`config.mk`:
```
export PLATFORM = sky130hd
export DESIGN_NAME = info_frame_receiver
export DESIGN_NICKNAME = d
export VERILOG_FILES = /design/src/rtl/hdmi_rx_pkg.sv /design/src/rtl/info_frame_checksum.sv /design/src/rtl/info_frame_receiver.sv
export SDC_FILE = /design/constraint.sdc
export NUM_CORES = 1
export LEC_CHECK = 0
export ABC_AREA = 1
export CAP_MARGIN = 10
export CELL_PAD_IN_SITES_DETAIL_PLACEMENT = 1
export CELL_PAD_IN_SITES_GLOBAL_PLACEMENT = 2
export CORE_ASPECT_RATIO = 0.7
export CORE_UTILIZATION = 29
export CTS_CLUSTER_DIAMETER = 200
export DETAILED_ROUTE_END_ITERATION = 8
export GPL_ROUTABILITY_DRIVEN = 0
export GPL_TIMING_DRIVEN = 0
export PLACE_DENSITY = 0.85
export SETUP_SLACK_MARGIN = 0.2
export SLEW_MARGIN = 20
export SYNTH_ARGS = -nofsm -noshare
export SYNTH_HDL_FRONTEND = slang
export SYNTH_HIERARCHICAL = 1
export SYNTH_SLANG_ARGS = --single-unit
```
`constraint.sdc`:
```
create_clock -name clk_pixel -period 24.2 [get_ports clk_pixel]
set_clock_uncertainty 0.15 [all_clocks]
set_input_delay 2.42 -clock clk_pixel [delete_from_list [all_inputs] [get_ports clk_pixel]]
set_output_delay 2.42 -clock clk_pixel [all_outputs]
set_load 0.02 [all_outputs]
```
`src/rtl/hdmi_rx_pkg.sv`:
```
// Shared constants, FSM state type and field structs for the HDMI receive InfoFrame path.
package hdmi_rx_pkg;

  localparam logic [7:0] PKT_TYPE_NULL = 8'h00;
  localparam logic [7:0] PKT_TYPE_AVI  = 8'h82;
  localparam logic [7:0] PKT_TYPE_SPD  = 8'h83;
  localparam logic [7:0] AVI_VERSION   = 8'h02;
  localparam logic [7:0] SPD_VERSION   = 8'h01;
  localparam logic [4:0] AVI_MIN_LEN   = 5'd13;
  localparam logic [4:0] SPD_MIN_LEN   = 5'd25;
  localparam logic [4:0] IF_MAX_LEN    = 5'd27;

  typedef enum logic [2:0] {
    ST_IDLE,
    ST_HDR,
    ST_SUB0,
    ST_SUB1,
    ST_SUB2,
    ST_SUB3,
    ST_COMMIT
  } rx_state_t;

  typedef struct packed {
    logic [6:0] vic;
    logic [1:0] color_space;
    logic [1:0] picture_aspect;
    logic       it_content;
  } avi_fields_t;

  function automatic logic is_infoframe(input logic [7:0] pkt_type, input logic spd_en);
    if (pkt_type == PKT_TYPE_NULL) return 1'b0;
    return (pkt_type == PKT_TYPE_AVI) || (spd_en && (pkt_type == PKT_TYPE_SPD));
  endfunction

  // Payload byte PB(n) lives in subpacket n/7, byte lane n%7.
  function automatic logic [7:0] pb_byte(input logic [3:0][55:0] subs, input int unsigned n);
    return subs[2'(n / 7)][6'((n % 7) * 8) +: 8];
  endfunction

endpackage

```
`src/rtl/info_frame_checksum.sv`:
```
// Serial InfoFrame checksum: loads the header byte sum, then adds one subpacket per cycle,
// skipping payload bytes whose index exceeds the frame length.
module info_frame_checksum (
  input  logic        clk_pixel,
  input  logic        reset,
  input  logic        i_load_hdr,
  input  logic [23:0] i_header,
  input  logic        i_add,
  input  logic [1:0]  i_sub_idx,
  input  logic [55:0] i_sub,
  input  logic [4:0]  i_length,
  output logic [7:0]  o_sum
);

  logic [7:0] r_acc;
  logic [7:0] w_sub_sum;
  logic [4:0] w_base;

  always_comb begin
    w_base    = {i_sub_idx, 3'b000} - {3'b000, i_sub_idx};
    w_sub_sum = '0;
    for (int unsigned k = 0; k < 7; k++) begin
      if ((w_base + 5'(k)) <= i_length) begin
        w_sub_sum = w_sub_sum + i_sub[8*k +: 8];
      end
    end
  end

  always_ff @(posedge clk_pixel) begin
    if (reset) begin
      r_acc <= '0;
    end else if (i_load_hdr) begin
      r_acc <= i_header[7:0] + i_header[15:8] + i_header[23:16];
    end else if (i_add) begin
      r_acc <= r_acc + w_sub_sum;
    end
  end

  assign o_sum = r_acc;

endmodule

```
`src/rtl/info_frame_receiver.sv`:
```
// Sink-side AVI/SPD InfoFrame decoder with checksum validation and per-type staleness tracking.
// SPD decoding is enabled by defining INFO_FRAME_RX_SPD_EN.
module info_frame_receiver
  import hdmi_rx_pkg::*;
#(
  parameter int unsigned STALE_FIELDS = 2,
  parameter int unsigned CNT_WIDTH    = 8
) (
  input  logic                 clk_pixel,
  input  logic                 reset,
  input  logic                 video_field_end,
  input  logic                 packet_valid,
  input  logic [23:0]          header,
  input  logic [3:0][55:0]     sub,
  output logic                 busy,
  output logic                 avi_update,
  output logic                 spd_update,
  output logic                 avi_valid,
  output logic                 spd_valid,
  output logic                 avi_stale,
  output logic                 spd_stale,
  output logic [6:0]           avi_vic,
  output logic [1:0]           avi_color_space,
  output logic [1:0]           avi_picture_aspect,
  output logic                 avi_it_content,
  output logic [63:0]          spd_vendor,
  output logic [127:0]         spd_product,
  output logic [7:0]           spd_source_info,
  output logic [CNT_WIDTH-1:0] checksum_err_count,
  output logic [CNT_WIDTH-1:0] drop_count
);

`ifdef INFO_FRAME_RX_SPD_EN
  localparam logic SPD_EN = 1'b1;
`else
  localparam logic SPD_EN = 1'b0;
`endif
  localparam logic [3:0] STALE_LIMIT = 4'(STALE_FIELDS);

  rx_state_t              r_state;
  logic                   r_busy;
  logic [23:0]            r_hdr;
  logic [3:0][55:0]       r_sub;
  avi_fields_t            r_avi;
  logic                   r_avi_valid;
  logic                   r_avi_update;
  logic [3:0]             r_avi_fcnt;
  logic [CNT_WIDTH-1:0]   r_err;
  logic [CNT_WIDTH-1:0]   r_drop;

  logic                   w_decodable;
  logic                   w_add;
  logic [1:0]             w_sub_idx;
  logic [7:0]             w_sum;
  logic [7:0]             w_type;
  logic [7:0]             w_ver;
  logic [4:0]             w_len;
  logic                   w_good;
  logic                   w_avi_good;

  assign w_decodable = is_infoframe(header[7:0], SPD_EN);
  assign w_type      = r_hdr[7:0];
  assign w_ver       = r_hdr[15:8];
  assign w_len       = r_hdr[20:16];

  always_comb begin
    w_add     = 1'b1;
    w_sub_idx = 2'd0;
    case (r_state)
      ST_SUB0: w_sub_idx = 2'd0;
      ST_SUB1: w_sub_idx = 2'd1;
      ST_SUB2: w_sub_idx = 2'd2;
      ST_SUB3: w_sub_idx = 2'd3;
      default: w_add     = 1'b0;
    endcase
  end

  info_frame_checksum u_checksum (
    .clk_pixel  (clk_pixel),
    .reset      (reset),
    .i_load_hdr (r_state == ST_HDR),
    .i_header   (r_hdr),
    .i_add      (w_add),
    .i_sub_idx  (w_sub_idx),
    .i_sub      (r_sub[w_sub_idx]),
    .i_length   (w_len),
    .o_sum      (w_sum)
  );

  assign w_good = (w_sum == 8'h00) && (w_len <= IF_MAX_LEN) &&
                  (((w_type == PKT_TYPE_AVI) && (w_ver == AVI_VERSION) && (w_len >= AVI_MIN_LEN)) ||
                   (SPD_EN && (w_type == PKT_TYPE_SPD) && (w_ver == SPD_VERSION) && (w_len >= SPD_MIN_LEN)));
  assign w_avi_good = (r_state == ST_COMMIT) && w_good && (w_type == PKT_TYPE_AVI);

  always_ff @(posedge clk_pixel) begin
    if (reset) begin
      r_state      <= ST_IDLE;
      r_busy       <= 1'b0;
      r_hdr        <= '0;
      r_sub        <= '0;
      r_avi        <= '0;
      r_avi_valid  <= 1'b0;
      r_avi_update <= 1'b0;
      r_avi_fcnt   <= '0;
      r_err        <= '0;
      r_drop       <= '0;
    end else begin
      r_avi_update <= 1'b0;
      if (packet_valid && w_decodable && (r_state != ST_IDLE) && (r_drop != '1)) begin
        r_drop <= r_drop + CNT_WIDTH'(1);
      end
      case (r_state)
        ST_IDLE: begin
          if (packet_valid && w_decodable) begin
            r_hdr   <= header;
            r_sub   <= sub;
            r_busy  <= 1'b1;
            r_state <= ST_HDR;
          end
        end
        ST_HDR:  r_state <= ST_SUB0;
        ST_SUB0: r_state <= ST_SUB1;
        ST_SUB1: r_state <= ST_SUB2;
        ST_SUB2: r_state <= ST_SUB3;
        ST_SUB3: r_state <= ST_COMMIT;
        ST_COMMIT: begin
          r_state <= ST_IDLE;
          r_busy  <= 1'b0;
          if (w_avi_good) begin
            r_avi.vic            <= r_sub[0][38:32];
            r_avi.color_space    <= r_sub[0][14:13];
            r_avi.picture_aspect <= r_sub[0][21:20];
            r_avi.it_content     <= r_sub[0][31];
            r_avi_valid          <= 1'b1;
            r_avi_update         <= 1'b1;
          end else if (!w_good && (r_err != '1)) begin
            r_err <= r_err + CNT_WIDTH'(1);
          end
        end
        default: r_state <= ST_IDLE;
      endcase
      // A commit in the same cycle as a field end restarts the count from zero.
      if (w_avi_good) begin
        r_avi_fcnt <= '0;
      end else if (video_field_end && (r_avi_fcnt != STALE_LIMIT)) begin
        r_avi_fcnt <= r_avi_fcnt + 4'd1;
      end
    end
  end

  assign busy               = r_busy;
  assign avi_update         = r_avi_update;
  assign avi_valid          = r_avi_valid;
  assign avi_stale          = (r_avi_fcnt == STALE_LIMIT);
  assign avi_vic            = r_avi.vic;
  assign avi_color_space    = r_avi.color_space;
  assign avi_picture_aspect = r_avi.picture_aspect;
  assign avi_it_content     = r_avi.it_content;
  assign checksum_err_count = r_err;
  assign drop_count         = r_drop;

`ifdef INFO_FRAME_RX_SPD_EN
  logic         r_spd_valid;
  logic         r_spd_update;
  logic [3:0]   r_spd_fcnt;
  logic [63:0]  r_spd_vendor;
  logic [127:0] r_spd_product;
  logic [7:0]   r_spd_source;
  logic         w_spd_good;

  assign w_spd_good = (r_state == ST_COMMIT) && w_good && (w_type == PKT_TYPE_SPD);

  always_ff @(posedge clk_pixel) begin
    if (reset) begin
      r_spd_valid   <= 1'b0;
      r_spd_update  <= 1'b0;
      r_spd_fcnt    <= '0;
      r_spd_vendor  <= '0;
      r_spd_product <= '0;
      r_spd_source  <= '0;
    end else begin
      r_spd_update <= w_spd_good;
      if (w_spd_good) begin
        r_spd_valid <= 1'b1;
        for (int unsigned j = 0; j < 8; j++) begin
          r_spd_vendor[8*j +: 8] <= pb_byte(r_sub, 1 + j);
        end
        for (int unsigned j = 0; j < 16; j++) begin
          r_spd_product[8*j +: 8] <= pb_byte(r_sub, 9 + j);
        end
        r_spd_source <= pb_byte(r_sub, 25);
      end
      if (w_spd_good) begin
        r_spd_fcnt <= '0;
      end else if (video_field_end && (r_spd_fcnt != STALE_LIMIT)) begin
        r_spd_fcnt <= r_spd_fcnt + 4'd1;
      end
    end
  end

  assign spd_valid       = r_spd_valid;
  assign spd_update      = r_spd_update;
  assign spd_stale       = (r_spd_fcnt == STALE_LIMIT);
  assign spd_vendor      = r_spd_vendor;
  assign spd_product     = r_spd_product;
  assign spd_source_info = r_spd_source;
`else
  assign spd_valid       = 1'b0;
  assign spd_update      = 1'b0;
  assign spd_stale       = 1'b0;
  assign spd_vendor      = '0;
  assign spd_product     = '0;
  assign spd_source_info = '0;
`endif

endmodule

```
==> impl_metrics.json, run 1 <==
{
  "p_comb_frac": 0.138,
  "post_drt_wl_per_cell_um": 18.85,
  "grt_max_degree": 18,
  "drt-met1-wl_mm": 36.96,
  "cts_tree": "yes",
  "grt.total_usage": 0.2228,
  "die-area_um2": 64230,
  "cts_setup_buffers": 0,
  "h-tree-depth": 1,
  "antenna_found_initial": 4,
  "synth-edff-count": 0,
  "setup_tns_ns": 0,
  "syn-cell-area_um2": 18330,
  "cpMaxStageDelayCell": "ha_1",
  "fin_nets": 3417,
  "hold_violations": 0,
  "antennaDiodeCount": 0,
  "syn_area_per_cell_um2": 7.205,
  "asyncSetResetFlopFracSynth": 0,
  "rows": 76,
  "vdd_drop_max_v": 0.00005309,
  "hold_path.class": "flip-flop to flip-flop",
  "clock_latency_ns": 0.61,
  "drv_slew": 0,
  "cts_buffers": 31,
  "grt_pass1_vias": 18370,
  "start_kind": "flip-flop",
  "synth_area_leaders": "dfxtp_1, nand2_1, buf_4",
  "p_clk_frac": 0.439,
  "setup_viol": 0,
  "timing_worst_setup_path_type": "flip-flop to flip-flop",
  "die_y_um": 212.3,
  "syn_inst": 2544,
  "yosysTopAreaCell": "dfxtp_1",
  "start_util": 0.2956,
  "drv_cap": 0,
  "p_sw_uw": 309.7,
  "required_ns": 24.57,
  "crit_top_cell": "nand2_1",
  "leakagePower_nw": 10.29,
  "coreArea_um2": 62000,
  "critPathArrivalTime_ns": 11.98,
  "final_antenna_net_count": 0,
  "io_pins": 487,
  "fin_ws_ns": 12.59,
  "p_int_uw": 847.6,
  "dpl.hpwl_mm": 59.57,
  "wl_mm": 73.62,
  "wl_met2_mm": 32.42,
  "cp-end-kind": "flip-flop",
  "synth_top_area_share": 0.3211,
  "clkSinkCount": 294,
  "numPortBuffers": 283,
  "routed.top_layer": "met4",
  "cts_hold_buf": 0,
  "synth_cell_types": 53,
  "register_area_um2": 5886,
  "period_share": 0.4797,
  "max_freq_ghz": 0.08614,
  "tightest_slew_ns": 1.124,
  "post-route-drc-count": 0,
  "synth-seq-cells": 294,
  "powerDensity_nw_per_um2": 48.23,
  "yosysWarnings": 6,
  "min_period_ns": 11.61,
  "first_pass_iters": 5,
  "drtIter0Drc": 1061,
  "worst_path_largest_cell_delay_ns": 0.47,
  "seq_area_frac_synth": 0.3211,
  "multiInputGateArea_um2": 10140,
  "place_ws_ns": 12.76,
  "gr-total-overflow": 0,
  "maxSlewHeadroom": 0.2507,
  "via_per_inst": 4.665,
  "root_buffer": "clkbuf_16",
  "pwr-share-seq": 0.423,
  "drive_gt1_frac": 0.1652,
  "grt_pass1_wl_mm": 109.4,
  "post_cts_resized": 0,
  "area_delta_synth_final_pct": 30.91,
  "dr_wl_met3_mm": 3.288,
  "clockBufferDepth": 3,
  "vias": 18220,
  "die_w_um": 302.5,
  "synth_ff_type": "dfxtp_1",
  "cp_max_fo": 17,
  "status": "complete, no violations",
  "rsz0062_at_grt": "no",
  "swShare": 0.2676,
  "fillers": 7739,
  "clkTransAtPathRegs_ns": 0.07
}
-- metal layers --
| layer | vias up | track usage |
|---|---|---|
| li1 | 8896 | - |
| met1 | 8867 | 0.3313 |
| met2 | 403 | 0.3500 |
| met3 | 55 | 0.02442 |
| met4 | 0 | 0.03136 |
| met5 | - | 0 |
-- final cells by class --
cell class / count / area share
plain buffers: 327 / 0.09365
inverters: 217 / 0.03400
clock inverters: 17 / 0.006935
well taps: 819 / 0.04271
multi-input cells: 1908 / 0.4226
clock buffers: 41 / 0.03681
flip-flops and latches: 294 / 0.2453
repair buffers: 283 / 0.1181
-- through the flow --
step | instances | hold WS [ns] | cell area (um^2) | power, mW | util
after floorplan | 2746 | 0.2797 | 19090 | 0.5910 | -
final | 3906 | 0.3053 | 24000 | 1.157 | 0.3870
after detailed placement | 3848 | 0.2984 | 22950 | 0.6564 | 0.3701
after CTS | 3906 | 0.3072 | 24000 | 1.165 | 0.3870
after global placement | 3848 | 0.2885 | 22950 | 0.6545 | 0.3701
after global routing | 3906 | 0.3187 | 24000 | 1.198 | 0.3870
-- cell usage after synthesis, types with 24 or more instances --
| library cell | n |
|---|---|
| a21oi_1 | 262 |
| a21oi_2 | 100 |
| buf_2 | 55 |
| buf_4 | 204 |
| clkbuf_1 | 43 |
| dfxtp_1 | 294 |
| ha_1 | 88 |
| inv_1 | 203 |
| nand2_1 | 597 |
| nand2_2 | 24 |
| nand3_1 | 91 |
| nor2_1 | 126 |
| o21ai_0 | 171 |
| o21ai_1 | 82 |
| xor2_1 | 25 |
-- critical path: cells and delay by family (launching register included) --
kind            cells  cell delay, ns
simple gates       26            2.78
mux                 1            0.30
fa+ha+maj          11            3.85
buf+inv            12            1.62
xor+xnor            5            0.78
flops               1            0.37
compound gates      9            1.55
-- final timing paths --
kind	cells past startpoint	slack, ns	start	end
worst min register to register	2	0.31	r_sub[185]	r_sub[185]
worst max-delay path	64	12.59	r_state[1]	u_checksum/o_sum[7]
worst max register to register	64	12.59	r_state[1]	u_checksum/o_sum[7]
worst min-delay path	2	0.31	r_sub[185]	r_sub[185]
-- flip-flops by register name, indices dropped and copies added (netlist names) --
signal	count
drop_count	8
avi_color_space	2
avi_picture_aspect	2
busy	1
r_hdr	24
r_avi_fcnt	4
checksum_err_count	8
avi_update	1
avi_it_content	1
avi_valid	1
r_state	3
avi_vic	7
r_sub	224
u_checksum/o_sum	8
-- power groups by stage --
| stage | Sequential (mW) | Clock [mW] | Combinational [mW] |
|---|---|---|---|
| detailed placement | 0.500 | 0 | 0.156 |
| global placement | 0.500 | 0 | 0.155 |
| finish | 0.489 | 0.508 | 0.160 |
| global route | 0.489 | 0.537 | 0.171 |
| floorplan | 0.499 | 0 | 0.0920 |
| CTS | 0.489 | 0.519 | 0.157 |
-- cells by family after synthesis --
logic type / synth area share
AO/OA/AOI/OAI: 0.2071
AND/OR/NAND/NOR: 0.2070
flip-flops: 0.3211
multiplexers: 0.0005461
adder cells (fa/ha/maj): 0.07645
other: 0.0002046
buffers and inverters: 0.1671
XOR/XNOR: 0.02055
-- cells in the final DEF (no fill, tap or decap), drive strengths merged --
cell and instances:
and2 8, clkdlybuf4s50 283, o21bai 3, ha 88
fa 15, o31ai 2, nand3b 12, o2111ai 1
xor2 25, conb 203, dfxtp 294, a22oi 1
a31oi 9, o211ai 2, clkinvlp 1, bufinv 3
o21a 6, o221ai 1, nand3 95, nor3 3
clkbuf 84, nand4 16, a21oi 362, o21ai 266
nand2 624, a21boi 1, clkinv 15, nor2 131
mux2i 1, xnor2 18, buf 284, and3 1
or2 14, inv 215
(Power assumes the default switching activity.)
==> run 2, diff against run 1 <==
Settings changed: CORE_UTILIZATION 29 to 27, PLACE_DENSITY 0.85 to 0.8.
Clock period 24.2 ns to 11.4 ns, I/O delays scaled along.
==> run 2 against run 1 <==
Effect of this change:
- via count fell by 0.25%
- final cell count rose by 2.1%
- routed wire length rose by 1.4%
- worst setup slack got worse by 12 ns
- cell area rose by 1.4%
- maximum frequency rose by 9.9%
- critical path type unchanged
- largest cell class unchanged
- largest power group unchanged
- highest routed layer is now met5
==> impl_metrics.json, run 2 (synthesis gave the netlist of run 1 again) <==
{
  "fin_nets": 3422,
  "start_kind": "flip-flop",
  "cts_buffers": 34,
  "maxSlewHeadroom": 0.3982,
  "vdd_drop_max_v": 0.00009294,
  "mostFrequentLayoutCells": "nand2_1, dfxtp_1, clkdlybuf4s50_1, a21oi_1, buf_4",
  "cpMaxStageDelayCell": "fa_1",
  "power_mw": 2.562,
  "drtIter0Drc": 1005,
  "crit_top_cell": "nand2_1",
  "antenna_found_initial": 3,
  "period_share": 0.9265,
  "post-route-drc-count": 0,
  "critPathArrivalTime_ns": 10.88,
  "final_antenna_net_count": 0,
  "hold_path.class": "flip-flop to flip-flop",
  "powerDensity_nw_per_um2": 105.3,
  "top_regs": "r_sub: 224 flops, r_hdr: 24 flops",
  "wl_met2_mm": 32.83,
  "first_pass_iters": 5,
  "routed.top_layer": "met5",
  "top_register": "r_sub",
  "timing_worst_setup_path_type": "flip-flop to flip-flop",
  "status": "complete, no violations",
  "clkSinkCount": 294,
  "drt-met1-wl_mm": 36.87,
  "via_per_inst": 4.559,
  "largest_reg_flops": 224,
  "leakagePower_nw": 10.37,
  "cp-end-kind": "flip-flop",
  "worstHoldStart": "r_sub[206]",
  "drv_cap": 0,
  "vias": 18180,
  "grt_pass1_wl_mm": 110.8,
  "place_ws_ns": -0.2389,
  "cp_max_fo": 17,
  "die_y_um": 220.0,
  "grt_max_degree": 18,
  "rsz0062_at_grt": "no",
  "final_common_cell": "nand2_1",
  "die-area_um2": 68950,
  "min_period_ns": 10.56,
  "dpl.hpwl_mm": 60.49,
  "fin_ws_ns": 0.8384,
  "root_buffer": "clkbuf_16",
  "rows": 79,
  "cts_tree": "yes",
  "worst_path_largest_cell_delay_ns": 0.44,
  "grt_pass1_vias": 18510,
  "clock_latency_ns": 0.54,
  "numPortBuffers": 283,
  "required_ns": 11.72,
  "hold_violations": 0,
  "h-tree-depth": 2,
  "start_util": 0.2743,
  "die_w_um": 313.4,
  "clockBufferDepth": 3,
  "wl_mm": 74.67,
  "coreArea_um2": 66820,
  "drv_slew": 0,
  "grt.total_usage": 0.2105,
  "startpoint": "r_state[1]",
  "io_pins": 487,
  "clkTransAtPathRegs_ns": 0.06,
  "gr-total-overflow": 0,
  "drive_gt1_frac": 0.1697,
  "tightest_slew_ns": 0.9027,
  "r2r-start": "r_state[1]",
  "post_drt_wl_per_cell_um": 18.73,
  "area_delta_synth_final_pct": 32.76,
  "timing.hold.ws_ns": 0.3065,
  "setup_viol": 0,
  "max_freq_ghz": 0.09468,
  "dr_wl_met3_mm": 3.714
}
## run 2: cell types whose count changed in the layout (fill, tap and decap cells not counted), moves of 3 or more
cell       change
clkbuf_16      +6
clkinv_2       -4
ha_1           -4
diode_2        +3
ha_4           +3
## run 2: stage by stage
stage	setup TNS (ns)	instances	area, um^2	utilization
floorplan	0	2746	19090	-
global placement	0	3920	23040	0.3447
detailed placement	-0.2389	3920	23040	0.3447
CTS	0	3983	24250	0.3629
global route	0	3984	24330	0.3641
finish	0	3987	24340	0.3642
## run 2: what timing repair did
action / in CTS / in global routing
pin swaps: 1 / 1
hold buffers: 0 / 0
setup buffers: 1 / 1
gates cloned: 0 / 0
setup endpoints to repair: 1 / 2
resized for setup: 4 / 18
## run 2: area by class of cell
type / count / area, um^2
inverters: 217 / 819.5
repair buffers: 285 / 2848
diodes: 3 / 7.507
well taps: 891 / 1115
multi-input cells: 1908 / 10200
clock buffers: 48 / 1037
clock inverters: 14 / 153.9
fillers: 8328 / 42480
flip-flops and latches: 294 / 5888
plain buffers: 327 / 2265
## run 2: worst max-delay path, delay by kind of cell (launching register included)
family,cells,cell delay (ns)
AND/OR/NAND/NOR,25,2.78
multiplexers,1,0.24
XOR/XNOR,5,0.83
buffers and inverters,11,1.16
AO/OA/AOI/OAI,9,1.58
adder cells (fa/ha/maj),11,3.40
flip-flops,1,0.36
## run 2: path summary, 6_finish.rpt
| check | endpoint | slack (ns) | depth (start not counted) |
|---|---|---|---|
| setup reg to reg | u_checksum/o_sum[7] | 0.84 | 62 |
| hold reg to reg | r_sub[206] | 0.31 | 2 |
| setup / recovery | u_checksum/o_sum[7] | 0.84 | 62 |
| hold / removal | r_sub[206] | 0.31 | 2 |
## run 2: where the power goes
part,switching [mW],internal [mW]
clock,0.477,0.705
combinational,0.184,0.157
sequential,0.00593,1.03
## run 2: per-layer routing
metal	vias to the layer above	GRT usage
met5	-	0
met4	2	0.04211
met3	72	0.03190
met2	395	0.3300
met1	8792	0.3034
li1	8915	-
==> run 3, diff against run 2 <==
Settings changed: GPL_ROUTABILITY_DRIVEN 0 to not set.
==> run 3 against run 2 <==
Effect of this change:
- total power up 0.98%
- routed wire length up 0.52%
- sequential cell count unchanged
- critical path depth down 1
- critical endpoint unchanged
==> impl_metrics.json, run 3 (synthesis gave the netlist of run 1 again) <==
{
  "vdd_drop_max_v": 0.00008180,
  "clkTransAtPathRegs_ns": 0.06,
  "grt_use_met1": 0.3071,
  "die-area_um2": 68950,
  "final_area_um2": 24410,
  "crit_top_cell": "nand2_1",
  "p_clk_frac": 0.466,
  "p_sw_uw": 687.1,
  "via_per_inst": 4.552,
  "dpl.hpwl_mm": 61.19,
  "cpMaxStageDelayCell": "fa_1",
  "tightest_slew_ns": 1.143,
  "vias": 18160,
  "gr-total-overflow": 0,
  "post_drt_wl_per_cell_um": 18.82,
  "drtIter0Drc": 1099,
  "hold_violations": 0,
  "place_ws_ns": -0.3037,
  "numPortBuffers": 283,
  "place_inst": 3920,
  "top_regs": "r_sub: 224 flops, r_hdr: 24 flops",
  "final_util": 0.3653,
  "area_delta_synth_final_pct": 33.17,
  "final-instance-count-excl-fill": 3989,
  "cp_max_fo": 17,
  "rsz0062_at_grt": "no",
  "leakagePower_nw": 10.39,
  "startpoint": "r_state[1]",
  "wl_mm": 75.05,
  "grt_pass1_wl_mm": 110.5,
  "start_kind": "flip-flop",
  "hold_path.class": "flip-flop to flip-flop",
  "drv_cap": 0,
  "grt.busiest_layer": "met2",
  "drv_slew": 0,
  "grt_pass1_vias": 18490,
  "swShare": 0.2655,
  "placed_area_um2": 23040,
  "rows": 79,
  "critPathArrivalTime_ns": 10.76,
  "pwr-share-seq": 0.402,
  "max_freq_ghz": 0.09584,
  "maxSlewHeadroom": 0.2377,
  "root_buffer": "clkbuf_16",
  "grt_max_degree": 18,
  "first_pass_iters": 5,
  "die_y_um": 220.0,
  "largest_reg_flops": 224,
  "antenna_found_initial": 1,
  "cts_buffers": 36,
  "endpoint": "u_checksum/o_sum[7]",
  "mostFrequentLayoutCells": "nand2_1, dfxtp_1, clkdlybuf4s50_1, a21oi_1, buf_4",
  "use_met3": 0.02767,
  "p_comb_frac": 0.132,
  "clock_latency_ns": 0.56,
  "clockBufferDepth": 3,
  "setup_viol": 0,
  "start_util": 0.2743,
  "cp-end-kind": "flip-flop",
  "grt_use_met2": 0.3296,
  "post-route-drc-count": 0,
  "cts_tree": "yes",
  "grt.total_usage": 0.2113,
  "cts_hold_buf": 0,
  "gp_congestion": 0.9157,
  "reg2reg_to": "u_checksum/o_sum[7]",
  "rrSetupSlack_ns": 0.97,
  "p_int_mw": 1.900,
  "worst_path_largest_cell_delay_ns": 0.43,
  "io_pins": 487,
  "h-tree-depth": 2,
  "min_period_ns": 10.43,
  "top_register": "r_sub",
  "period_share": 0.9153,
  "fin_nets": 3426,
  "final_antenna_net_count": 0,
  "coreArea_um2": 66820,
  "fin_ws_ns": 0.9661,
  "hold_path_depth": 2,
  "clkSinkCount": 294,
  "status": "complete, no violations",
  "reg2regPathDepth": 61,
  "timing_worst_setup_path_type": "flip-flop to flip-flop",
  "final_common_cell": "nand2_1",
  "powerDensity_nw_per_um2": 106.0,
  "die_w_um": 313.4,
  "r2r-start": "r_state[1]",
  "drive_gt1_frac": 0.1728,
  "required_ns": 11.73,
  "worstHoldStart": "r_sub[204]"
}
## run 3: critical path, delay by kind of cell (launching register included)
kind / cells / cell delay (ns)
muxes: 1 / 0.12
xor gates and xnor gates: 3 / 0.51
buffers and inverters: 10 / 1.07
DFF: 1 / 0.35
and+or+nand+nor: 27 / 3.17
adders and majority gates: 11 / 3.46
AOI/OAI and AO/OA: 9 / 1.47
## run 3: how the worst min path moves through the flow
| stage | endpoint | slack [ns] |
|---|---|---|
| floorplan | r_sub[173] | 0.28 |
| global route | r_sub[204] | 0.32 |
| CTS | r_sub[204] | 0.30 |
| global placement | r_sub[204] | 0.29 |
| detailed placement | r_sub[204] | 0.29 |
| finish | r_sub[204] | 0.30 |
## run 3: layout make-up
class | instances | area, um^2
Tap cell | 891 | 1115
Clock inverter | 18 | 190.2
Clock buffer | 45 | 1027
Buffer | 327 | 2268
Inverter | 217 | 819.5
Antenna cell | 2 | 5.005
Multi-Input combinational cell | 1908 | 10230
Fill cell | 8334 | 42410
Timing Repair Buffer | 287 | 2863
Sequential cell | 294 | 5888
## run 3: metrics by stage
step	hold slack, ns	TNS, ns	power (mW)
after global routing	0.3216	0	2.677
after CTS	0.3035	0	2.605
after floorplan	0.2797	0	1.255
after detailed placement	0.2945	-0.3037	1.395
final	0.3017	0	2.587
after global placement	0.2889	-0.007717	1.392
## run 3: power groups by stage
stage | clock network (mW) | registers [mW] | logic, mW
2_1_floorplan | 0 | 1.06 | 0.195
3_3_place_gp | 0 | 1.06 | 0.331
3_5_place_dp | 0 | 1.06 | 0.334
4_1_cts | 1.23 | 1.04 | 0.335
5_1_grt | 1.27 | 1.04 | 0.368
6_report | 1.21 | 1.04 | 0.342
## run 3: metal layers
| metal | up-vias | wire (um) |
|---|---|---|
| li1 | 8928 | - |
| met1 | 8793 | 37830 |
| met2 | 363 | 32760 |
| met3 | 72 | 3183 |
| met4 | 0 | 1288 |
| met5 | - | 0 |
## run 3: what timing repair did
item / CTS / global route
setup buffers: 0 / 4
gates resized for setup: 5 / 23
endpoints found under the setup margin: 1 / 2
hold endpoints to repair: 0 / 0
pin swaps: 0 / 3
gates cloned: 0 / 0
